[config.mk]
export PLATFORM = sky130hd
export DESIGN_NAME = dram_cmd_timer
export DESIGN_NICKNAME = d
export VERILOG_FILES = /design/src/rtl/dram_cmd_timer.sv
export SDC_FILE = /design/constraint.sdc
export NUM_CORES = 1
export LEC_CHECK = 0
export CORE_AREA = 5 5 210 171
export CTS_CLUSTER_DIAMETER = 200
export DETAILED_ROUTE_END_ITERATION = 8
export DIE_AREA = 0 0 215 176
export SLEW_MARGIN = 20
export SYNTH_ARGS = -nofsm -noshare
export SYNTH_HDL_FRONTEND = slang
export SYNTH_SLANG_ARGS = --single-unit
[constraint.sdc]
create_clock -name clk -period 6.3 [get_ports clk]
set_input_delay 1.26 -clock clk [delete_from_list [all_inputs] [get_ports clk]]
set_output_delay 1.26 -clock clk [all_outputs]
set_load 0.02 [all_outputs]
[src/rtl/dram_cmd_timer.sv]
// Command timing stage between the controller FSM and the DRAM command bus.
// Holds each request until per-bank tRCD/tRAS/tRP and global tRFC are met.
module dram_cmd_timer #(
  parameter int NUMBER_OF_BANKS = 8,
  parameter int NUMBER_OF_ROWS  = 128,
  parameter int NUMBER_OF_COLS  = 8,
  parameter int T_RCD           = 6,
  parameter int T_RAS           = 16,
  parameter int T_RP            = 6,
  parameter int T_RFC           = 32
) (
  input  logic                               clk,
  input  logic                               rst,
  input  logic                               cmd_req,
  input  logic [1:0]                         cmd,
  input  logic                               we,
  input  logic [$clog2(NUMBER_OF_BANKS)-1:0] bank_id,
  input  logic [$clog2(NUMBER_OF_ROWS)-1:0]  row_id,
  input  logic [$clog2(NUMBER_OF_COLS)-1:0]  col_id,
  output logic                               cmd_ack,
  output logic                               cmd_err,
  output logic                               dram_cmd_valid,
  output logic [1:0]                         dram_cmd,
  output logic                               dram_we,
  output logic [$clog2(NUMBER_OF_BANKS)-1:0] dram_bank,
  output logic [$clog2(NUMBER_OF_ROWS)-1:0]  dram_row,
  output logic [$clog2(NUMBER_OF_COLS)-1:0]  dram_col,
  output logic [NUMBER_OF_BANKS-1:0]         bank_open
);

  localparam int BANK_W  = $clog2(NUMBER_OF_BANKS);
  localparam int ROW_W   = $clog2(NUMBER_OF_ROWS);
  localparam int COL_W   = $clog2(NUMBER_OF_COLS);
  localparam int CNT_MAX = (T_RAS > T_RFC) ? T_RAS : T_RFC;
  localparam int CNT_W   = $clog2(CNT_MAX) + 1;
  localparam logic [CNT_W-1:0] CNT_SAT = CNT_W'(CNT_MAX);

  localparam logic [1:0] CMD_REF = 2'b00;
  localparam logic [1:0] CMD_ACT = 2'b01;
  localparam logic [1:0] CMD_COL = 2'b10;
  localparam logic [1:0] CMD_PRE = 2'b11;

  typedef enum logic [1:0] {S_IDLE, S_WAIT, S_ISSUE, S_ACK} state_t;
  state_t state;

  logic [1:0]       cmd_p0;
  logic             we_p0;
  logic [BANK_W-1:0] bank_p0;
  logic [ROW_W-1:0] row_p0;
  logic [COL_W-1:0] col_p0;

  logic [CNT_W-1:0] cnt_act [NUMBER_OF_BANKS];
  logic [CNT_W-1:0] cnt_pre [NUMBER_OF_BANKS];
  logic [CNT_W-1:0] cnt_ref;
  logic [ROW_W-1:0] open_row [NUMBER_OF_BANKS];

  logic all_pre_ok, legal, noop, ready, issue;

  // Decision is made the cycle before the strobe, hence the +1 look-ahead.
  function automatic logic met(input logic [CNT_W-1:0] cnt, input int t);
    return (int'(cnt) + 1) >= t;
  endfunction

  function automatic logic [CNT_W-1:0] sat_inc(input logic [CNT_W-1:0] c);
    return (c >= CNT_SAT) ? CNT_SAT : c + 1'b1;
  endfunction

  always_comb begin
    all_pre_ok = 1'b1;
    for (int b = 0; b < NUMBER_OF_BANKS; b++)
      if (!met(cnt_pre[b], T_RP)) all_pre_ok = 1'b0;
    legal = 1'b1;
    noop  = 1'b0;
    ready = 1'b0;
    case (cmd_p0)
      CMD_REF: begin legal = ~|bank_open;        ready = all_pre_ok;                  end
      CMD_ACT: begin legal = !bank_open[bank_p0]; ready = met(cnt_pre[bank_p0], T_RP);  end
      CMD_COL: begin legal = bank_open[bank_p0];  ready = met(cnt_act[bank_p0], T_RCD); end
      default: begin noop  = !bank_open[bank_p0]; ready = met(cnt_act[bank_p0], T_RAS); end
    endcase
    ready = ready && met(cnt_ref, T_RFC);
    issue = (state == S_WAIT) && legal && !noop && ready;
  end

  // Request fields are captured once, on acceptance
  always_ff @(posedge clk) begin
    if (state == S_IDLE && cmd_req) begin
      cmd_p0  <= cmd;
      we_p0   <= we;
      bank_p0 <= bank_id;
      row_p0  <= row_id;
      col_p0  <= col_id;
    end
    if (issue && cmd_p0 == CMD_ACT) open_row[bank_p0] <= row_p0;
  end

  always_ff @(posedge clk) begin
    if (rst) begin
      state          <= S_IDLE;
      cmd_ack        <= 1'b0;
      cmd_err        <= 1'b0;
      dram_cmd_valid <= 1'b0;
      dram_cmd       <= '0;
      dram_we        <= 1'b0;
      dram_bank      <= '0;
      dram_row       <= '0;
      dram_col       <= '0;
      bank_open      <= '0;
      cnt_ref        <= CNT_SAT;
      for (int b = 0; b < NUMBER_OF_BANKS; b++) begin
        cnt_act[b] <= CNT_SAT;
        cnt_pre[b] <= CNT_SAT;
      end
    end else begin
      dram_cmd_valid <= 1'b0;
      cmd_err        <= 1'b0;
      cnt_ref        <= sat_inc(cnt_ref);
      for (int b = 0; b < NUMBER_OF_BANKS; b++) begin
        cnt_act[b] <= sat_inc(cnt_act[b]);
        cnt_pre[b] <= sat_inc(cnt_pre[b]);
      end
      case (state)
        S_IDLE: if (cmd_req) state <= S_WAIT;
        S_WAIT: begin
          if (!legal) begin
            cmd_err <= 1'b1;
            cmd_ack <= 1'b1;
            state   <= S_ACK;
          end else if (noop) begin
            cmd_ack <= 1'b1;
            state   <= S_ACK;
          end else if (ready) begin
            dram_cmd_valid <= 1'b1;
            dram_cmd       <= cmd_p0;
            dram_we        <= we_p0;
            dram_bank      <= bank_p0;
            dram_col       <= col_p0;
            dram_row       <= (cmd_p0 == CMD_ACT) ? row_p0 :
                              (cmd_p0 == CMD_REF) ? '0 : open_row[bank_p0];
            state          <= S_ISSUE;
            case (cmd_p0)
              CMD_ACT: begin bank_open[bank_p0] <= 1'b1; cnt_act[bank_p0] <= '0; end
              CMD_PRE: begin bank_open[bank_p0] <= 1'b0; cnt_pre[bank_p0] <= '0; end
              CMD_REF: begin bank_open <= '0; cnt_ref <= '0; end
              default: ;
            endcase
          end
        end
        S_ISSUE: begin
          cmd_ack <= 1'b1;
          state   <= S_ACK;
        end
        default: if (!cmd_req) begin
          cmd_ack <= 1'b0;
          state   <= S_IDLE;
        end
      endcase
    end
  end

endmodule

==> Word level (Yosys, flattened, before mapping) <==
Memory sizes are Yosys's and may differ from the RTL's. A register that Yosys moved wholly into a read port is not among the register bits.
Cells that the tools add are included.
{ "op_classes": {"n_eq_ne": 10, "reduce_logical": 21, "n_mul": 0, "n_addsub": 28, "muxes": 90, "shift": 0, "div_mod_pow": 0, "order_cmp": 31, "bitwise": 23} }
{ "ops": {"columns": ["operator", "n"], "rows": [
  ["6-bit two-way mux", 38],
  ["6-bit by 1-bit adder with 6-bit output, second input constant", 17],
  ["6-bit >= comparator, second input constant", 17],
  ["6-bit by 1-bit adder with 7-bit output, second input constant", 11],
  ["7-bit by 3-bit >= comparator with 1-bit output, second input constant", 9],
  ["1-bit two-way mux", 35],
  ["32-bit by 4-bit >= comparator with 1-bit output, second input constant", 1],
  ["8-bit case mux with 3 select lines", 1],
  ["1-bit bitwise OR", 16],
  ["7-bit two-way mux", 2],
  ["2-bit two-way mux", 5],
  ["3-bit two-way mux", 3],
  ["1-bit case mux with 3 select lines", 3],
  ["8-bit AND", 1],
  ["8-bit inverter", 1],
  ["8-bit bitwise OR", 1],
  ["8-bit OR reduction", 1],
  ["7-bit by 5-bit >= comparator with 1-bit output, second input constant", 1],
  ["7-bit by 6-bit >= comparator with 1-bit output, second input constant", 1],
  ["1-bit logical AND", 7],
  ["2-bit equality test, second input constant", 3],
  ["2-bit case mux with 3 select lines", 1],
  ["3-bit AND reduction", 2],
  ["5-bit AND reduction", 1],
  ["18 further kinds", 25]
]} }
{ "word_totals": {"word_cells": 222, "mem_bits_rw": 152, "out_inout_bits": 27, "n_memories": 3, "romBits": 0, "inputBits": 19, "latchBits": 0, "regBits": 51} }
{ "mem_list": {"columns": ["memory", "words", "word_bits", "rd", "rd_clocked_by_memory_dff", "wr", "line", "text"], "rows": [
  ["open_row", 8, 7, 1, 1, 1, "55", "logic [ROW_W-1:0] open_row [NUMBER_OF_BANKS];"],
  ["cnt_act", 8, 6, 9, 1, 9, "52", "logic [CNT_W-1:0] cnt_act [NUMBER_OF_BANKS];"],
  ["cnt_pre", 8, 6, 9, 1, 9, "53", "logic [CNT_W-1:0] cnt_pre [NUMBER_OF_BANKS];"]
]} }

==> Depth between registers and ports, before layout <==
Gate-level depths: netlist of the first run.
{ "logic_depth": {"word_depth": 18, "ltp_mapped": 16, "mapped_depth_nobuf": 11} }

==> Least setup slack after synthesis of the first run <==
No wires, ideal clock.
{ "synth_timing": {"path_kind": "register to register", "start": "reg with a tool-made name", "end": "mem open_row[1][0] (netlist bit), enable pin", "stages_incl_launch_ff": 10, "required_time_ps": 5922, "arrival_ps": 3248, "setup_slack_ps": 2674, "period_less_slack_ps": 3626, "setup_time_ps": 378, "path_buffers": 1, "path_cell_list": "dfxtp_1 -> buf_4 -> mux4_2 -> mux2_2 -> ha_1 -> nand4_1 -> mux2_2 -> a2111oi_4 -> o311ai_4 -> nor2_1"} }
{ "synth_rtl": {"columns": ["item", "line"], "rows": [
  ["end, declared", "55"]
]} }

==> results of run 1 <==
final cells by class:
type / instances / area share [%]
clock inverter: 15 / 1.59
clock buffer: 26 / 5.24
inverter: 54 / 1.75
sequential: 206 / 41.9
multi-input combinational: 605 / 40.1
timing repair buffer: 59 / 4.75
tap: 434 / 4.69
flip-flops by register name, indices dropped and copies added, names as in the netlist, 2 cells and up, named ones only:
register   count
open_row      56
cnt_act       48
cnt_pre       48
bank_open      8
dram_row       7
row_p0         7
cnt_ref        6
bank_p0        3
col_p0         3
dram_bank      3
dram_col       3
cmd_p0         2
dram_cmd       2
state          2
worst min-delay path, stage by stage, from the launching register on:
cell and delay, ps:
sky130_fd_sc_hd__dfxtp_1 310, sky130_fd_sc_hd__nand2_1 50, sky130_fd_sc_hd__a21oi_1 60
placed cells by master, fill, tap and decap left out, types with 3 or more instances in the layout:
| master | synthesis | layout |
|---|---|---|
| sky130_fd_sc_hd__nand2b_1 | 4 | 4 |
| sky130_fd_sc_hd__nor3_1 | 40 | 40 |
| sky130_fd_sc_hd__o31ai_1 | 4 | 4 |
| sky130_fd_sc_hd__dfxtp_1 | 134 | 132 |
| sky130_fd_sc_hd__o311ai_0 | 7 | 7 |
| sky130_fd_sc_hd__xnor2_1 | 26 | 26 |
| sky130_fd_sc_hd__inv_1 | 54 | 54 |
| sky130_fd_sc_hd__o22a_1 | 7 | 7 |
| sky130_fd_sc_hd__mux2_2 | 20 | 20 |
| sky130_fd_sc_hd__and3_1 | 9 | 9 |
| sky130_fd_sc_hd__o41ai_1 | 8 | 8 |
| sky130_fd_sc_hd__and3b_1 | 3 | 3 |
| sky130_fd_sc_hd__buf_4 | 6 | 14 |
| sky130_fd_sc_hd__a41oi_1 | 3 | 3 |
| sky130_fd_sc_hd__clkinv_1 | 0 | 5 |
| sky130_fd_sc_hd__o21ai_0 | 31 | 31 |
| sky130_fd_sc_hd__a211oi_2 | 6 | 6 |
| sky130_fd_sc_hd__nor3b_1 | 9 | 9 |
| sky130_fd_sc_hd__nor2b_1 | 13 | 13 |
| sky130_fd_sc_hd__clkbuf_16 | 0 | 23 |
| sky130_fd_sc_hd__a22oi_1 | 11 | 11 |
| sky130_fd_sc_hd__edfxtp_1 | 72 | 72 |
| sky130_fd_sc_hd__or2_2 | 11 | 11 |
| sky130_fd_sc_hd__clkdlybuf4s50_1 | 0 | 44 |
| sky130_fd_sc_hd__nand3_1 | 49 | 49 |
| sky130_fd_sc_hd__clkinv_2 | 0 | 4 |
| sky130_fd_sc_hd__mux4_2 | 30 | 30 |
| sky130_fd_sc_hd__mux2i_1 | 19 | 19 |
| sky130_fd_sc_hd__o22ai_1 | 5 | 5 |
| sky130_fd_sc_hd__o21a_1 | 3 | 3 |
| sky130_fd_sc_hd__xor2_1 | 25 | 25 |
| sky130_fd_sc_hd__ha_1 | 54 | 54 |
| sky130_fd_sc_hd__bufinv_16 | 0 | 4 |
| sky130_fd_sc_hd__nor2_1 | 88 | 88 |
| sky130_fd_sc_hd__nand2_1 | 44 | 44 |
| sky130_fd_sc_hd__a211oi_1 | 5 | 5 |
| sky130_fd_sc_hd__a21oi_1 | 31 | 31 |
| sky130_fd_sc_hd__nand4_1 | 8 | 8 |
layer usage:
metal	GRT usage [%]	up-vias	routed length [um]
li1	-	3363	-
met1	18.6	3371	11800
met2	18.5	176	10000
met3	3.14	34	1670
met4	3.36	2	538
met5	0	-	13
logic make-up after synthesis:
group                      after synthesis  synth area share (%)
adders and majority gates               54                  6.82
DFF                                    206                  48.9
xor gates and xnor gates                51                  4.51
and+or+nand+nor                        291                  14.3
AOI/OAI and AO/OA                      140                  10.2
buffers and inverters                   97                  4.23
muxes                                   69                  11.0
how the worst min path moves through the flow:
stage / cells after the start / to / startpoint
after floorplan: 1 / cnt_ref[0] / cnt_ref[0]
after detailed placement: 2 / cmd_ack / cmd_ack
after global placement: 2 / cmd_ack / cmd_ack
after CTS: 2 / cmd_ack / cmd_ack
final: 2 / cmd_ack / cmd_ack
after global routing: 2 / cmd_ack / cmd_ack
per-stage QoR:
step           total power [mW]  instances  setup slack, ps
2_1_floorplan              2.06        908             2670
3_3_place_gp               2.25       1358             2000
3_5_place_dp               2.25       1358             1900
4_1_cts                    3.66       1399             1880
5_1_grt                    3.79       1399             1600
6_report                   3.63       1399             1900
report_power, final:
group,internal [mW],total [mW],switching [mW]
registers,1.46,1.54,0.0872
clock network,0.856,1.41,0.549
logic,0.276,0.678,0.402
==> impl_summary.md, run 1 <==
Outcome
The run finished with clean final reports.

Finish
The post-route cell area is 0.0116 mm2. The number of nets in the finished design is 1022. Summing all flip-flop and latch instances after layout gives 0.00485 mm2.

Cells fill 34.7% of the core in the end. Counting the fill cells in the layout gives 3293. The layout overhead on the synthesized area is 16.9%. Of the cells placed in the final design, the portion with a size suffix greater than 1 is 13.2%. The number of antenna diodes in the final layout is 0. The area occupied by multi-input gates is 0.00465 mm2.

Worst setup path
The cell that appears most often on the critical path is sky130_fd_sc_hd__nand4_1. The end of the worst register-to-register path is cnt_act[3][5]. The slowest library cell on the worst path is sky130_fd_sc_hd__a211o_1. The category of the worst setup path capture point is a flop. The data arrival at the endpoint of the critical path is 4810 ps. The signal on the critical path passes through buf_4, mux4_2, mux2i_1, inv_1, ha_1, nand4_1, mux2_2, o2111ai_1, a211o_1, nand4_1, o22a_1. The worst setup path is launched from a flop. The stage delay of the slowest cell on the critical path is 610 ps.

The dominant delay contributor by cell family on the critical path is compound AO/OA/AOI/OAI gates. Along the worst path, the maximum fanout reaches 35. The flop-to-flop setup slack is 1900 ps. The number of buffers and inverters on the critical path is 2.

The required time of the critical path is 6710 ps. Counting cells, the worst reg-to-reg path comes to 11. The most critical setup path has its endpoint at cnt_act[3][5].

The critical path crosses 11 cells after its start point. The worst setup path is of the reg2reg kind.

Die
The area of the core is 0.0334 mm2. The die span in y is 176 um. The horizontal extent of the die is 215 um. Pin placement for this block handled 46 I/O pins. Row generation in the floorplan step produced 60 rows. The floorplan step defined a die boundary enclosing 0.0378 mm2. The starting utilization of the core area is 29.7%.

GRT
Global routing finished with a remaining overflow of 0. Entering global routing, the biggest net connects 36 pins. The first global-routing pass estimated 38.9 mm of wire.

Global routing consumed, over all layers together, 12.6% of the routing resources. The via count of the first global-routing pass is 6872. The initial antenna violation count is 1.

Power and ir drop
Dividing total power by cell area gives a power density of 313 mW/mm2. The analysis attributes to cell leakage a power of 3.96 nW. The worst vdd rail ir drop is 0.246 mV.

STA
The shortest period the worst path allows is 4400 ps. The fmax is 227 MHz. In this run the tightest slew margin relative to its limit is 43.3%.

The final hold slack is 469 ps. Setup repair after global routing left no endpoint under its margin. The final critical path takes up 69.9% of the cycle. For the final routed database, the setup TNS stands at 0 ps. The final number of max-transition violations is 0. The final number of hold-violating endpoints is 0. Setup violations remaining at the end of the flow were counted as 0.

The slew at the pin with the worst max-slew slack is 850 ps. The clock skew is 29.6 ps.

Synth
Counting flops with an async set or reset pin after synthesis yields a share of 0%. For this run, the register share of the synthesized area comes to 48.9%. Counting flops and latches in the post-synthesis netlist gives 206. The mean cell area of the mapped netlist is 10.9 um2. The mapped netlist covers 0.00991 mm2. By area the synthesized netlist is led by sky130_fd_sc_hd__dfxtp_1 27%, sky130_fd_sc_hd__edfxtp_1 22%, sky130_fd_sc_hd__ha_1 6.8%. After synthesis, the most frequently instantiated cells are 134 x sky130_fd_sc_hd__dfxtp_1, 88 x sky130_fd_sc_hd__nor2_1, 72 x sky130_fd_sc_hd__edfxtp_1, 54 x sky130_fd_sc_hd__ha_1, 54 x sky130_fd_sc_hd__inv_1. The number of nets in the synthesized netlist is 981.

The number of enable-type register cells in the synthesized netlist is 72. The top-area cell type share of the netlist area is 27.1%. During synthesis, Yosys emitted a total of 0 warnings. The most frequently used flop master after synthesis is sky130_fd_sc_hd__dfxtp_1. The most instantiated library cell after synthesis is sky130_fd_sc_hd__dfxtp_1. The biggest area consumer among synthesized cells is sky130_fd_sc_hd__dfxtp_1. After synthesis, the netlist uses 64 different library cells. The post-synthesis cell count is 908.

Clocking
The setup fix buffers added after clock tree synthesis is 0. The number of buffers created by CTS is 23. The clock transition at the registers of the reported paths is 60 ps. After clock tree synthesis, the repair step resized 0 gates. The level count of the clock H-tree is 1. CTS placed an instance of sky130_fd_sc_hd__clkbuf_16 at the clock tree root. The number of hold buffers added after CTS was 0. The maximum root-to-sink buffer count is 3.

TritonCTS built the clock tree. The clock insertion delay at the later pin of the skew report is 540 ps. The clock sink count is 206.

Placed design
Routability-driven placement finished with a final weighted congestion of 0.816. Buffers placed on the I/O ports in this run total 45. The post-detailed-placement cell area is 0.0108 mm2. Detailed placement finished with a half-perimeter wire length of 16.7 mm.

Drt
The remaining antenna violation count after routing is 0. The remaining routing DRC violations is 0. The DRC marker count from the first detailed-route iteration is 532. The average wire per cell in the routed design is 17.2 um. The routed via count divided by cell count is 4.96. Wires add up to 24.1 mm.

The first detailed-routing pass ran for 5 iterations. The number of vias after detailed routing is 6946.

Job
The number of violations of the max-capacitance limit is 0.

Min path
The class of the tightest hold or removal check is reg2reg.
Power figures use the tool's default switching activity.
==> run 2: changes to the inputs <==
==> constraint.sdc (replaced) <==
create_clock -name clk -period 4.3 [get_ports clk]
set_input_delay 0.86 -clock clk [delete_from_list [all_inputs] [get_ports clk]]
set_output_delay 0.86 -clock clk [all_outputs]
set_load 0.02 [all_outputs]
==> impl_summary.md, run 2 (synthesized netlist as in run 1, its figures left out) <==
Worst setup path
Along the worst path, the maximum fanout reaches 24. STA classifies the critical path endpoint as a flop. The slowest library cell on the worst path is sky130_fd_sc_hd__or4_4. STA puts the critical path data required time at 4710 ps.

The end of the worst register-to-register path is cnt_act[3][1]. The stage delay of the slowest cell on the critical path is 590 ps. The flop-to-flop setup slack is 410 ps. The depth of the most critical reg-to-reg path is 12. The nature of the critical path startpoint is a flop.

Among the stages of the critical path, the cell type that occurs most often is sky130_fd_sc_hd__nor2_1. The critical path goes through buf_4, mux2_2, o22ai_1, or2_2, inv_1, ha_1, nor2_1, mux2i_1, or4_4, o311ai_4, nor2_1, nor3b_1. The critical path is of the reg2reg type. STA puts the critical path data arrival time at 4300 ps.

Placed design
At the end of routability-driven placement, the weighted congestion stood at 0.883. The total instance count after detailed placement is 1360. The count of buffers inserted at the top-level ports is 45. After legalization and detailed placement, the total HPWL measured 18.2 mm. The worst slack after detailed placement is 402 ps. The post-detailed-placement cell area is 0.0108 mm2.

Die
The number of ports placed on the die boundary is 46. The die is 176 um tall. The initial utilization of the core area, before any placement, comes to 29.7%. The row count is 60. The area of the core is 0.0334 mm2. The total die area is 0.0378 mm2. In this run the horizontal extent of the chip is 215 um.

STA
The fmax is 257 MHz. For the final routed database, the setup TNS stands at 0 ps. Setup repair after global routing left no endpoint under its margin. On the final layout, the worst hold slack is 470 ps. The final number of hold-violating endpoints came to 0. Setup violations remaining at the end of the flow were counted as 0. The slew at the pin with the worst max-slew slack is 988 ps. The clock skew is 25.0 ps. The tightest slew margin relative to the limit is 33.9%. The final clock period utilization by the worst path is 90.4%. The worst setup slack after layout is 411 ps. The routed design could run at a clock period as short as 3890 ps. The final number of max-transition violations was 0.

GRT
Global routing consumed, on the met2 layer, 18.1% of the routing resources. The layer flagged by global routing as most heavily used is met1. The total congestion overflow after global routing is 0. The global-route track usage on met1 is 20.2%. The met3 usage is 3.02%. Global routing used 13.0% of the available tracks. The first-pass GRT wire length is 39.5 mm. The initial antenna violation count came to 0. The via count of the first global-routing pass was 6784. Entering global routing, the biggest net connects 30 pins.

Finish
Ranked by flip-flop count, first place goes to open_row. The share of post-route cells with drive strength above 1 is 12.9%. The finished cells cover 0.0115 mm2.

The number of flip-flops in the largest register is 56. The area occupied by multi-input gates is 0.00465 mm2. Leaving out fill and tap cells, the most frequent cells in the layout are 132 x sky130_fd_sc_hd__dfxtp_1, 88 x sky130_fd_sc_hd__nor2_1, 72 x sky130_fd_sc_hd__edfxtp_1. The net count of the finished layout is 1024. The largest registers in the layout are open_row: 56 flops, cnt_act: 48 flops, cnt_pre: 48 flops. Once layout is complete, the utilization of the core stands at 34.4%. The post-route non-filler standard cell count is 1402. The number of antenna diodes is 0. The leading cell type in the layout, fill and taps excluded is sky130_fd_sc_hd__dfxtp_1.

Compared with the post-synthesis result, the final layout area differs by 15.9%. In the final layout, flip-flops and latches occupy 0.00485 mm2. Fill cells in the final layout number 3259.

Clocking
Gates resized during post-CTS repair numbered 0. The number of buffers created by CTS is 23. For this design, the CTS-stage hold fixing added 0 buffers. The tree is rooted in a sky130_fd_sc_hd__clkbuf_16. After clock tree synthesis, the clock-pin slew on the worst setup and hold paths is 60 ps.

The clock insertion delay at the later pin of the skew report is 520 ps. The maximum root-to-sink buffer count is 3. The TritonCTS clock tree is yes. The setup fix buffers added after clock tree synthesis is 0. The clock sink count is 206. The level count of the clock H-tree is 1.

Min path
In this run the worst hold path is classified as reg2reg. The end point of the most critical hold path is cmd_ack. Along the worst hold path, the cell count comes to 2. The source of the worst hold timing path is cmd_ack.

Drt
The routed via count divided by cell count is 5.06. Summed over all layers, the routed wires come to 25.1 mm. The remaining antenna violation count after routing is 0. The first-pass iteration count of the detailed router is 5. The detailed router placed 7092 vias in this run. The average wire per cell in the routed design is 17.9 um.

The remaining routing DRC violations is 0. The DRC marker count from the first detailed-route iteration is 682.

Power and ir drop
Summed over all cells, the static leakage comes to 3.91 nW. The power density relative to cell area is 444 mW/mm2. The worst vdd rail ir drop is 0.283 mV. The design draws 5.10 mW.

Outcome
The run finished with clean final reports.

Job
The number of violations of the max-capacitance limit is 0.
==> run 2: cell count changes in the layout (fill, tap and decap cells not counted), sizes merged <==
cell	previous run	this run
buf	15	17
bufinv	4	0
clkbuf	26	29
clkinv	9	12
clkinvlp	1	0
==> run 2: layout make-up <==
type | count | area share, %
Timing Repair Buffer | 61 | 5.03
Sequential cell | 206 | 42.2
Inverter | 54 | 1.76
Clock buffer | 29 | 5.21
Multi-Input combinational cell | 605 | 40.4
Clock inverter | 13 | 0.642
Tap cell | 434 | 4.73
==> run 2: worst max-delay path, delay by kind of cell, from the launching register on <==
| family | cells | cell delay [ps] |
|---|---|---|
| and+or+nand+nor | 5 | 1520 |
| AOI/OAI and AO/OA | 2 | 830 |
| muxes | 2 | 460 |
| buffers and inverters | 2 | 390 |
| DFF | 1 | 370 |
| adders and majority gates | 1 | 200 |
==> run 2: routing by layer <==
| metal | routed length [um] | part of all wire, % |
|---|---|---|
| met2 | 9890 | 39 |
| met1 | 12800 | 51 |
| met4 | 476 | 1.9 |
| met5 | 0 | 0 |
| met3 | 1900 | 7.6 |
==> run 2: how the worst max path moves through the flow <==
stage | depth (start not counted) | slack [ps] | endpoint
after detailed placement | 8 | 400 | open_row[0][6]
final | 12 | 410 | cnt_act[3][1]
after global routing | 12 | 170 | cnt_act[7][2]
after global placement | 8 | 500 | open_row[0][1]
after CTS | 9 | 360 | open_row[0][6]
after floorplan | 9 | 670 | open_row[1][0]
==> run 2: power by group <==
part	leakage, nW	switching (mW)	internal, mW
combinational	1.84	0.626	0.436
clock	0.331	0.787	0.990
sequential	1.74	0.122	2.14
